===== src/rtl/id_stage.sv =====
// Decode stage of the 16-bit 5-stage pipeline.
// Holds the 8x16 register file, detects load-use and branch hazards, resolves
// BEQ/BNE/J in ID, drives IF stall/flush/redirect and registers ID/EX.
// Optional feature: define ID_BRANCH_FWD_EN to forward the EX/MEM ALU result
// into the branch comparator; without it that case stalls one cycle instead.
module id_stage #(
    parameter int DATA_WIDTH     = 16,
    parameter int ADDR_WIDTH     = 8,
    parameter int REG_ADDR_WIDTH = 3
) (
    input  logic                      clk,
    input  logic                      rst_n,
    input  logic [DATA_WIDTH-1:0]     instr_i,
    input  logic [ADDR_WIDTH-1:0]     PCD_i,
    input  logic                      wb_we_i,
    input  logic [REG_ADDR_WIDTH-1:0] wb_rd_i,
    input  logic [DATA_WIDTH-1:0]     wb_data_i,
    input  logic [REG_ADDR_WIDTH-1:0] exmem_rd_i,
    input  logic                      exmem_we_i,
    input  logic                      exmem_ld_i,
    input  logic [DATA_WIDTH-1:0]     exmem_alu_i,
    output logic                      PC_src_o,
    output logic [ADDR_WIDTH-1:0]     branchAddr_o,
    output logic                      jump_o,
    output logic [ADDR_WIDTH-1:0]     jumpAddr_o,
    output logic                      flushIF_ID_o,
    output logic                      stallIF_ID_o,
    output logic                      stallPC_o,
    output logic [5:0]                idex_ctrl_o,
    output logic [DATA_WIDTH-1:0]     idex_rs_data_o,
    output logic [DATA_WIDTH-1:0]     idex_rt_data_o,
    output logic [DATA_WIDTH-1:0]     idex_imm_o,
    output logic [REG_ADDR_WIDTH-1:0] idex_rs_o,
    output logic [REG_ADDR_WIDTH-1:0] idex_rt_o,
    output logic [REG_ADDR_WIDTH-1:0] idex_rd_o
);
    localparam int NREG = 1 << REG_ADDR_WIDTH;

    logic [3:0]                op;
    logic [REG_ADDR_WIDTH-1:0] rd_f, rs_f, rt_f, b_idx;
    logic [DATA_WIDTH-1:0]     rf [NREG];
    logic [DATA_WIDTH-1:0]     rd_val, rs_val, rt_val, b_val, imm_ext;
    logic [DATA_WIDTH-1:0]     cmp_a, cmp_b;
    logic                      squash_q, kill, act;
    logic                      is_r, is_addi, is_lw, is_sw, is_beq, is_bne, is_j, is_br, valid;
    logic                      uses_rs, uses_rt, uses_rd;
    logic [5:0]                ctrl_dec;
    logic                      lu_hit, idex_cmp_hit, ld_cmp_hit, fwd_a, fwd_b, alu_stall;
    logic                      stall, taken;

    assign op   = instr_i[15:12];
    assign rd_f = instr_i[11:9];
    assign rs_f = instr_i[8:6];
    assign rt_f = instr_i[5:3];

    assign imm_ext      = {{(DATA_WIDTH-6){instr_i[5]}}, instr_i[5:0]};
    assign branchAddr_o = PCD_i + {{(ADDR_WIDTH-6){instr_i[5]}}, instr_i[5:0]};
    assign jumpAddr_o   = instr_i[ADDR_WIDTH-1:0];

    // Register file: writeback port, r0 never written
    always_ff @(posedge clk or negedge rst_n) begin
        if (!rst_n) begin
            for (int i = 0; i < NREG; i++) rf[i] <= '0;
        end else if (wb_we_i && wb_rd_i != '0) begin
            rf[wb_rd_i] <= wb_data_i;
        end
    end

    // Write-first reads so a same-cycle writeback is visible in ID
    assign rd_val = (rd_f == '0) ? '0 : (wb_we_i && wb_rd_i == rd_f) ? wb_data_i : rf[rd_f];
    assign rs_val = (rs_f == '0) ? '0 : (wb_we_i && wb_rd_i == rs_f) ? wb_data_i : rf[rs_f];
    assign rt_val = (rt_f == '0) ? '0 : (wb_we_i && wb_rd_i == rt_f) ? wb_data_i : rf[rt_f];

    // Opcode decode: control word and which register fields are read
    always_comb begin
        is_r = 1'b0; is_addi = 1'b0; is_lw = 1'b0; is_sw = 1'b0;
        is_beq = 1'b0; is_bne = 1'b0; is_j = 1'b0;
        ctrl_dec = 6'b000000;
        case (op)
            4'd0: begin is_r    = 1'b1; ctrl_dec = 6'b100010; end
            4'd1: begin is_addi = 1'b1; ctrl_dec = 6'b100100; end
            4'd2: begin is_lw   = 1'b1; ctrl_dec = 6'b110100; end
            4'd3: begin is_sw   = 1'b1; ctrl_dec = 6'b001100; end
            4'd4: begin is_beq  = 1'b1; ctrl_dec = 6'b000001; end
            4'd5: begin is_bne  = 1'b1; ctrl_dec = 6'b000001; end
            4'd6: begin is_j    = 1'b1; end
            default: ;
        endcase
    end

    assign is_br   = is_beq | is_bne;
    assign valid   = is_r | is_addi | is_lw | is_sw | is_br | is_j;
    assign uses_rs = is_r | is_addi | is_lw | is_sw | is_br;
    assign uses_rt = is_r;
    assign uses_rd = is_sw | is_br;

    // Operand B carries store data for SW and the rd compare operand for branches
    assign b_idx = uses_rd ? rd_f : rt_f;
    assign b_val = uses_rd ? rd_val : rt_val;

    // Squashed, invalid or in-reset instructions behave as NOP
    assign kill = squash_q | ~valid | ~rst_n;
    assign act  = ~kill;

    assign lu_hit = idex_ctrl_o[4] && idex_rd_o != '0 &&
                    ((uses_rs && idex_rd_o == rs_f) || (uses_rt && idex_rd_o == rt_f) ||
                     (uses_rd && idex_rd_o == rd_f));
    assign idex_cmp_hit = is_br && idex_ctrl_o[5] && idex_rd_o != '0 &&
                          (idex_rd_o == rd_f || idex_rd_o == rs_f);
    assign ld_cmp_hit = is_br && exmem_ld_i && exmem_rd_i != '0 &&
                        (exmem_rd_i == rd_f || exmem_rd_i == rs_f);

    // EX/MEM ALU result matching a compared register; EX/MEM is newer than WB
    assign fwd_a = exmem_we_i && !exmem_ld_i && exmem_rd_i != '0 && exmem_rd_i == rd_f;
    assign fwd_b = exmem_we_i && !exmem_ld_i && exmem_rd_i != '0 && exmem_rd_i == rs_f;
    assign cmp_a = fwd_a ? exmem_alu_i : rd_val;
    assign cmp_b = fwd_b ? exmem_alu_i : rs_val;

`ifdef ID_BRANCH_FWD_EN
    assign alu_stall = 1'b0;
`else
    // Forwarded value is not trusted here; the stall masks the comparison
    assign alu_stall = is_br & (fwd_a | fwd_b);
`endif

    assign stall = act & (lu_hit | idex_cmp_hit | ld_cmp_hit | alu_stall);
    assign taken = (is_beq & (cmp_a == cmp_b)) | (is_bne & (cmp_a != cmp_b));

    assign stallIF_ID_o = stall;
    assign stallPC_o    = stall;
    assign PC_src_o     = act & ~stall & taken;
    assign jump_o       = act & ~stall & is_j;
    assign flushIF_ID_o = PC_src_o | jump_o;

    // Squash marks the wrong-path instruction fetched behind a redirect
    always_ff @(posedge clk or negedge rst_n) begin
        if (!rst_n) squash_q <= 1'b0;
        else        squash_q <= flushIF_ID_o & ~stall;
    end

    // ID/EX pipeline register: bubble on stall or NOP, decoded fields otherwise
    always_ff @(posedge clk or negedge rst_n) begin
        if (!rst_n) begin
            idex_ctrl_o    <= '0;
            idex_rs_data_o <= '0;
            idex_rt_data_o <= '0;
            idex_imm_o     <= '0;
            idex_rs_o      <= '0;
            idex_rt_o      <= '0;
            idex_rd_o      <= '0;
        end else if (stall || kill) begin
            idex_ctrl_o    <= '0;
            idex_rs_data_o <= '0;
            idex_rt_data_o <= '0;
            idex_imm_o     <= '0;
            idex_rs_o      <= '0;
            idex_rt_o      <= '0;
            idex_rd_o      <= '0;
        end else begin
            idex_ctrl_o    <= ctrl_dec;
            idex_rs_data_o <= rs_val;
            idex_rt_data_o <= b_val;
            idex_imm_o     <= imm_ext;
            idex_rs_o      <= rs_f;
            idex_rt_o      <= b_idx;
            idex_rd_o      <= rd_f;
        end
    end
endmodule


===== config.mk =====
export PLATFORM = sky130hd
export DESIGN_NAME = id_stage
export DESIGN_NICKNAME = d
export VERILOG_FILES = /design/src/rtl/id_stage.sv
export SDC_FILE = /design/constraint.sdc
export NUM_CORES = 1
export LEC_CHECK = 0
export ABC_AREA = 1
export CELL_PAD_IN_SITES_DETAIL_PLACEMENT = 0
export CELL_PAD_IN_SITES_GLOBAL_PLACEMENT = 1
export CORE_AREA = 2 2 217 166
export DETAILED_ROUTE_END_ITERATION = 8
export DIE_AREA = 0 0 219 168
export PLACE_DENSITY = 0.86
export SYNTH_ARGS = -nofsm -noshare
export SYNTH_HDL_FRONTEND = slang
export SYNTH_SLANG_ARGS = --single-unit

===== constraint.sdc =====
create_clock -name clk -period 2.3 [get_ports clk]
set_input_delay 0.345 -clock clk [delete_from_list [all_inputs] [get_ports clk]]
set_output_delay 0.345 -clock clk [all_outputs]
set_load 0.05 [all_outputs]

* Word level (Yosys, flattened, before mapping) *
Cells that the tools add are included.

word-level totals
  bits in read-only memories = 0
  bits of input ports = 67
  output and inout port bits = 84
  word-level logic and storage cells = 140
  memories = 0
  memory bits (writable) = 0
  register bits = 192
  latch bits = 0

operators by class
  equal/unequal tests = 16
  reduce and logical (&&, ||, !) cells = 34
  $mul = 0
  order comparisons = 5
  multiplexer cells = 37
  shifts and indexed selects = 0
  bitwise gates (word level) = 31
  divide/modulo/power cells = 0
  add/subtract/negate cells = 1

operators with widths
  cell                                                       count
  2-to-1 mux 16 bit                                          19
  binary-select mux 16 bit (select 3 bit)                    3
  bitwise mux 128 bit                                        1
  demux 16 bit (select 3 bit)                                1
  one-hot mux 6 bit (5 select lines)                         1
  equality test 3 bit                                        8
  logical AND 1 bit                                          20
  equality test 16 bit                                       1
  greater-or-equal comparator 4 bit (second input constant)  4
  != test 16 bit                                             1
  NOT 3 -> 4 bit                                             4
  OR 1 bit                                                   15
  equality test 4 x 3 -> 1 bit (second input constant)       3
  2-to-1 mux 3 bit                                           4
  zero test 3 bit                                            3
  nonzero test 3 bit                                         3
  adder 8 bit                                                1
  AND 1 bit                                                  8
  equality test 4 x 2 -> 1 bit (second input constant)       2
  2-to-1 mux 1 bit                                           7
  2-to-1 mux 6 bit                                           1
  logical OR 1 bit                                           5
  equality test 4 x 1 -> 1 bit (second input constant)       1
  zero test 4 bit                                            1
  other kinds (4)                                            7

* Depth between registers and ports, before layout *
  depth after elaboration = 19
  mapped depth = 22
  depth with buffers taken out = 20

* Least setup slack after synthesis *
No wires, ideal clock.

  kind = reg-to-output
  from = register idex_rd_o[0]
  to = output port stallPC_o
  buffers on the path = 1
  setup slack = -467 ps
  required time = 1,955 ps
  stages on the path, launching flop included = 7
  arrival time = 2,422 ps
  cell sequence = dfrtp_1 -> xnor2_1 -> nand3_1 -> o22ai_1 -> o211ai_1 -> a21oi_1 -> buf_4

on the way
  word-level cells in the longest chain between the ends = 9
  elaborated cells on any way between the ends = 18
  those cells by class = eq/ne (3); bitwise (4); reduce/logical (11)

ends and longest elaborated chain
  element                                        line      text
  start, declared                                35        output logic [REG_ADDR_WIDTH-1:0] idex_rd_o
  start signal, assigned                         166       idex_rd_o <= rd_f;
  equality test 3 bit, on equally long branches  106, 109
  logical AND 1 bit                              106       ((uses_rs && idex_rd_o == rs_f) || (uses_rt && idex_rd_o == rt_f) ||
  logical OR 1 bit (2 in a row)                  106
  logical AND 1 bit                              105       assign lu_hit = idex_ctrl_o[4] && idex_rd_o != '0 &&
  OR 1 bit (*) (3 in a row)                      126       assign stall = act & (lu_hit | idex_cmp_hit | ld_cmp_hit | alu_stall);
  AND 1 bit (*)                                  126
  end, declared                                  28        output logic stallPC_o,

Mark *: on every way between the ends. The rest lies on a longest branch, timed or not.

* Final worst setup path *
  from = input port instr_i[11]
  to = output port PC_src_o

on the way
  word-level cells in the longest chain between the ends = 11
  elaborated cells on any way between the ends = 34
  those cells by class = eq/ne (5); mux (6); bitwise (13); reduce/logical (10)

ends and longest elaborated chain
  element                                                                              line          text
  start, declared                                                                      13            input logic [DATA_WIDTH-1:0] instr_i,
  NOT 3 -> 4 bit (not written as such) / equality test 3 bit (equally long branches)   70, 107, 109
  binary-select mux 16 bit (select 3 bit) / logical AND 1 bit (equally long branches)  70, 107
  2-to-1 mux 16 bit (not written as such) / logical OR 1 bit (equally long branches)   70, 106
  2-to-1 mux 16 bit (not written as such) / logical AND 1 bit (equally long branches)  70, 105
  2-to-1 mux 16 bit / OR 1 bit (equally long branches) (2 in a row)                    70, 126
  2-to-1 mux 16 bit / OR 1 bit (equally long branches)                                 116, 126
  equality test 16 bit (tied with other cells)                                         127           assign taken = (is_beq & (cmp_a == cmp_b)) | (is_bne & (cmp_a != cmp_b));
  AND 1 bit / NOT 1 bit (equally long branches)                                        127, 131
  OR 1 bit / AND 1 bit (equally long branches)                                         127, 131
  AND 1 bit (*)                                                                        131           assign PC_src_o = act & ~stall & taken;
  end, declared                                                                        22            output logic PC_src_o,

Mark *: on every way between the ends. The rest lies on a longest branch, timed or not. The select of a mux whose other input is x is not followed.

==> results.toml <==
[global_routing]
grt_pass1_vias = 14100
overflow = 0
grt_util_all_layers_pct = 28.6
grt_pass1_wl_um = 80400
antenna_found_initial = 0
grt_max_degree = 136

[logic_synthesis]
netlist_area_um2 = 12300
yosys_most_used_dff = "dfrtp_1"
yosysWarnings = 0
synth_cell_type_count = 41
yosys-top-cells-area = "dfrtp_1, nand2_1, nand3_1, o21ai_0, inv_1"
syn_inst = 1890
synth_nets = 1965
yosysTopAreaCell = "dfrtp_1"
synth-seq-cells = 182
yosysMostFrequentCell = "nand2_1"
ys_async_sr_fraction_pct = 100
yosysSeqAreaShare_pct = 36.9
synthTopCellsByCount = "nand2_1, nand3_1, dfrtp_1"
avgSynthCellArea_um2 = 6.53
synth_edf_count = 0
synth_top_area_share_pct = 36.9

[pwr]
seq_power_share_pct = 34.7
p_per_area_nw_per_um2 = 622
p_int_mw = 7.33
p_leak_nw = 9.00
p_switching_mw = 4.20
peakVddDrop_v = 0.000537
clkPwrFrac_pct = 28.1
combPwrFrac_pct = 37.2
switching_share_pct = 36.4

[cts]
cts_num_sinks = 182
htree_num_levels = 4
clk_path_buf_depth = 2
cts_buffers = 17
root_buffer = "clkbuf_16"
cts.hold.buffers_added = 0
cts_tree = "done"
insertion_delay_ns = 0.47
clk_pin_slew_worst_paths_ns = 0.07

[floorplanning]
fp.dieArea_um2 = 36800
die-height_um = 168
initial_core_util_pct = 35.3
fp.coreArea_um2 = 35000
dieWidth_um = 219
rows = 60
io_pins = 151

[sta]
holdWs_ns = 0.0472
max_slew.worst_pin.slew_ns = 0.874
setup_viol = 7
fin_crit_sh_pct = 125
report.final.hold_viol_count = 0
slew_violations = 0
skew_ns = 0.0117
setup_ws_ns = -0.571
fmaxAchievable_mhz = 348
slew-limit-headroom_pct = 41.7
min_period_ns = 2.87
rsz0062_at_grt = "true"

[critical_path]
path_max_fanout = 6
critical_path_class = "input port to output pin"
critPathRequiredTime_ns = 1.96
critical_path.endpoint_type = "output pin"
critPathLaunchType = "input port"
crit_arrival_ns = 2.53

[final_layout]
syn_to_final_growth_pct = 50.1
layout-drive-gt1-share_pct = 27.5
nets = 2327
num_antenna_cells = 0
design_area_um2 = 18500

[placed_design]
port_buffers = 150
place_congestion = 0.944
hpwlAfterDp_um = 36800
placed_cell_area_um2 = 16400

[outcome]
violations = "negative setup slack"
status = "finished with violations"

[routing]
drc = 0
dr.pass1.iters = 6
drt-total-wl_um = 53300
vias = 14900
wire_per_inst_um = 19.5
drtIter0Drc = 1904
ant_nets = 0
vias_per_cell = 5.46

[job]
cap_violations = 0

[hold_path]
hold_class = "input port to async pin"
## state kept, by name, indices dropped and copies added, names as in the netlist
| register | flops |
|---|---|
| idex_rs_data_o | 16 |
| rf | 128 |
| idex_rt_data_o | 16 |
| idex_ctrl_o | 6 |
| idex_rd_o | 3 |
| squash_q | 1 |
| idex_rt_o | 3 |
| idex_imm_o | 6 |
| idex_rs_o | 3 |
## power groups by stage
| stage | logic, mW | clock network [mW] | registers [mW] |
|---|---|---|---|
| after floorplan | 1.90 | 0 | 4.12 |
| after CTS | 4.03 | 3.27 | 3.98 |
| final | 4.29 | 3.24 | 4.00 |
| after global placement | 3.72 | 0 | 4.02 |
| after detailed placement | 3.78 | 0 | 4.03 |
| after global routing | 4.66 | 3.39 | 4.04 |
## final timing paths
kind                       cells after the start  slack (ns)              startpoint                        to
setup / recovery                              20       -0.57             instr_i[11]                  PC_src_o
hold / removal                                 2        0.05                   rst_n       rf[119]$_DFFE_PN0P_
setup reg to reg                              10        0.22  idex_rd_o[0]$_DFF_PN0_    idex_rt_o[0]$_DFF_PN0_
hold reg to reg                                0        0.38     rf[114]$_DFFE_PN0P_       rf[114]$_DFFE_PN0P_
max in group asynchronous                      2        1.56                   rst_n       rf[111]$_DFFE_PN0P_
min in group clk                               2        0.20             instr_i[12]  idex_ctrl_o[4]$_DFF_PN0_
## worst max-delay path: stages
cell        delay, ns
buf_4            0.14
inv_4            0.06
nand2_2          0.07
nand2_2          0.06
nor2_4           0.20
nand2_8          0.14
buf_12           0.19
nand3_4          0.14
nand2_4          0.06
nand2_2          0.07
nand2_2          0.06
nand2_2          0.07
nand2_2          0.06
nor2_4           0.14
nand2_1          0.08
nor2_2           0.12
nand3_2          0.11
nand3_4          0.11
clkinvlp_4       0.11
buf_12           0.15
## cells in the final DEF, fill, tap and decap left out, types with 5 or more instances in the layout
master           netlist  routed
a21oi_1               74      67
nor2_2                 5       8
buf_6                  1      33
o221ai_1               9       9
o21ai_2                0       5
xnor2_1               12       7
nand2_1              680     628
buf_2                 43       8
ha_4                   0       5
o21ai_1                4      13
buf_4                 28     296
buf_12                 0      42
a32o_1                 6       6
clkbuf_8               0       5
inv_4                  1       5
dfrtp_1              182     179
nand3_2               13      49
inv_1                117     106
nand3_4                0      12
nand2_4                1       6
nand2_2                3      49
o211ai_1              11      11
nand3_1              277     229
a31oi_1               17      17
buf_16                 0       5
nor2_4                 2      12
clkdlybuf4s50_1        0     100
clkbuf_16              0      18
inv_2                 11      14
o21ai_0              166     152
nor2_1                96      83
## layout make-up
| class | count | area [um2] |
|---|---|---|
| Clock buffer | 22 | 484 |
| Timing Repair Buffer | 500 | 4830 |
| Sequential cell | 182 | 4560 |
| Tap cell | 465 | 582 |
| Inverter | 132 | 542 |
| Fill cell | 3311 | 16400 |
| Multi-Input combinational cell | 1419 | 7400 |
| Clock inverter | 9 | 143 |
## metal layers
metal	GRT usage [%]	wire length (um)	up-vias	share of wire [%]
met3	6.76	5870	141	11
met5	0	0	-	0
met1	39.3	22200	7014	42
li1	-	-	6873	-
met2	43.6	23300	867	44
met4	11.0	2010	0	3.8
## timing repair
action                                  4_1_cts  5_1_grt
gates resized for setup                     231      118
hold endpoints to repair                      0        0
gates cloned                                  7        1
setup buffers                                34       17
endpoints found under the setup margin       60       57
pin swaps                                    73       72
## cells by family (layout without fill, tap and decap cells)
| logic type | Yosys count | after routing | share of synthesized area (%) |
|---|---|---|---|
| flops | 182 | 182 | 36.9 |
| simple gates | 1089 | 1089 | 37.1 |
| xor+xnor | 19 | 19 | 1.35 |
| buf+inv | 289 | 663 | 10.2 |
| compound gates | 303 | 303 | 13.6 |
| fa+ha+maj | 8 | 8 | 0.871 |
## metrics by stage
step	setup slack, ns	power, mW	TNS [ns]	util, %	instances
global route	-0.677	12.1	-2.28	53.0	2729
detailed placement	-1.20	7.81	-35.92	46.9	2648
finish	-0.571	11.5	-1.66	53.0	2729
floorplan	-0.0863	6.02	-0.219	-	1890
global placement	-1.24	7.75	-33.24	46.9	2648
CTS	-0.532	11.3	-1.51	51.4	2714
(Power assumes the default switching activity.)
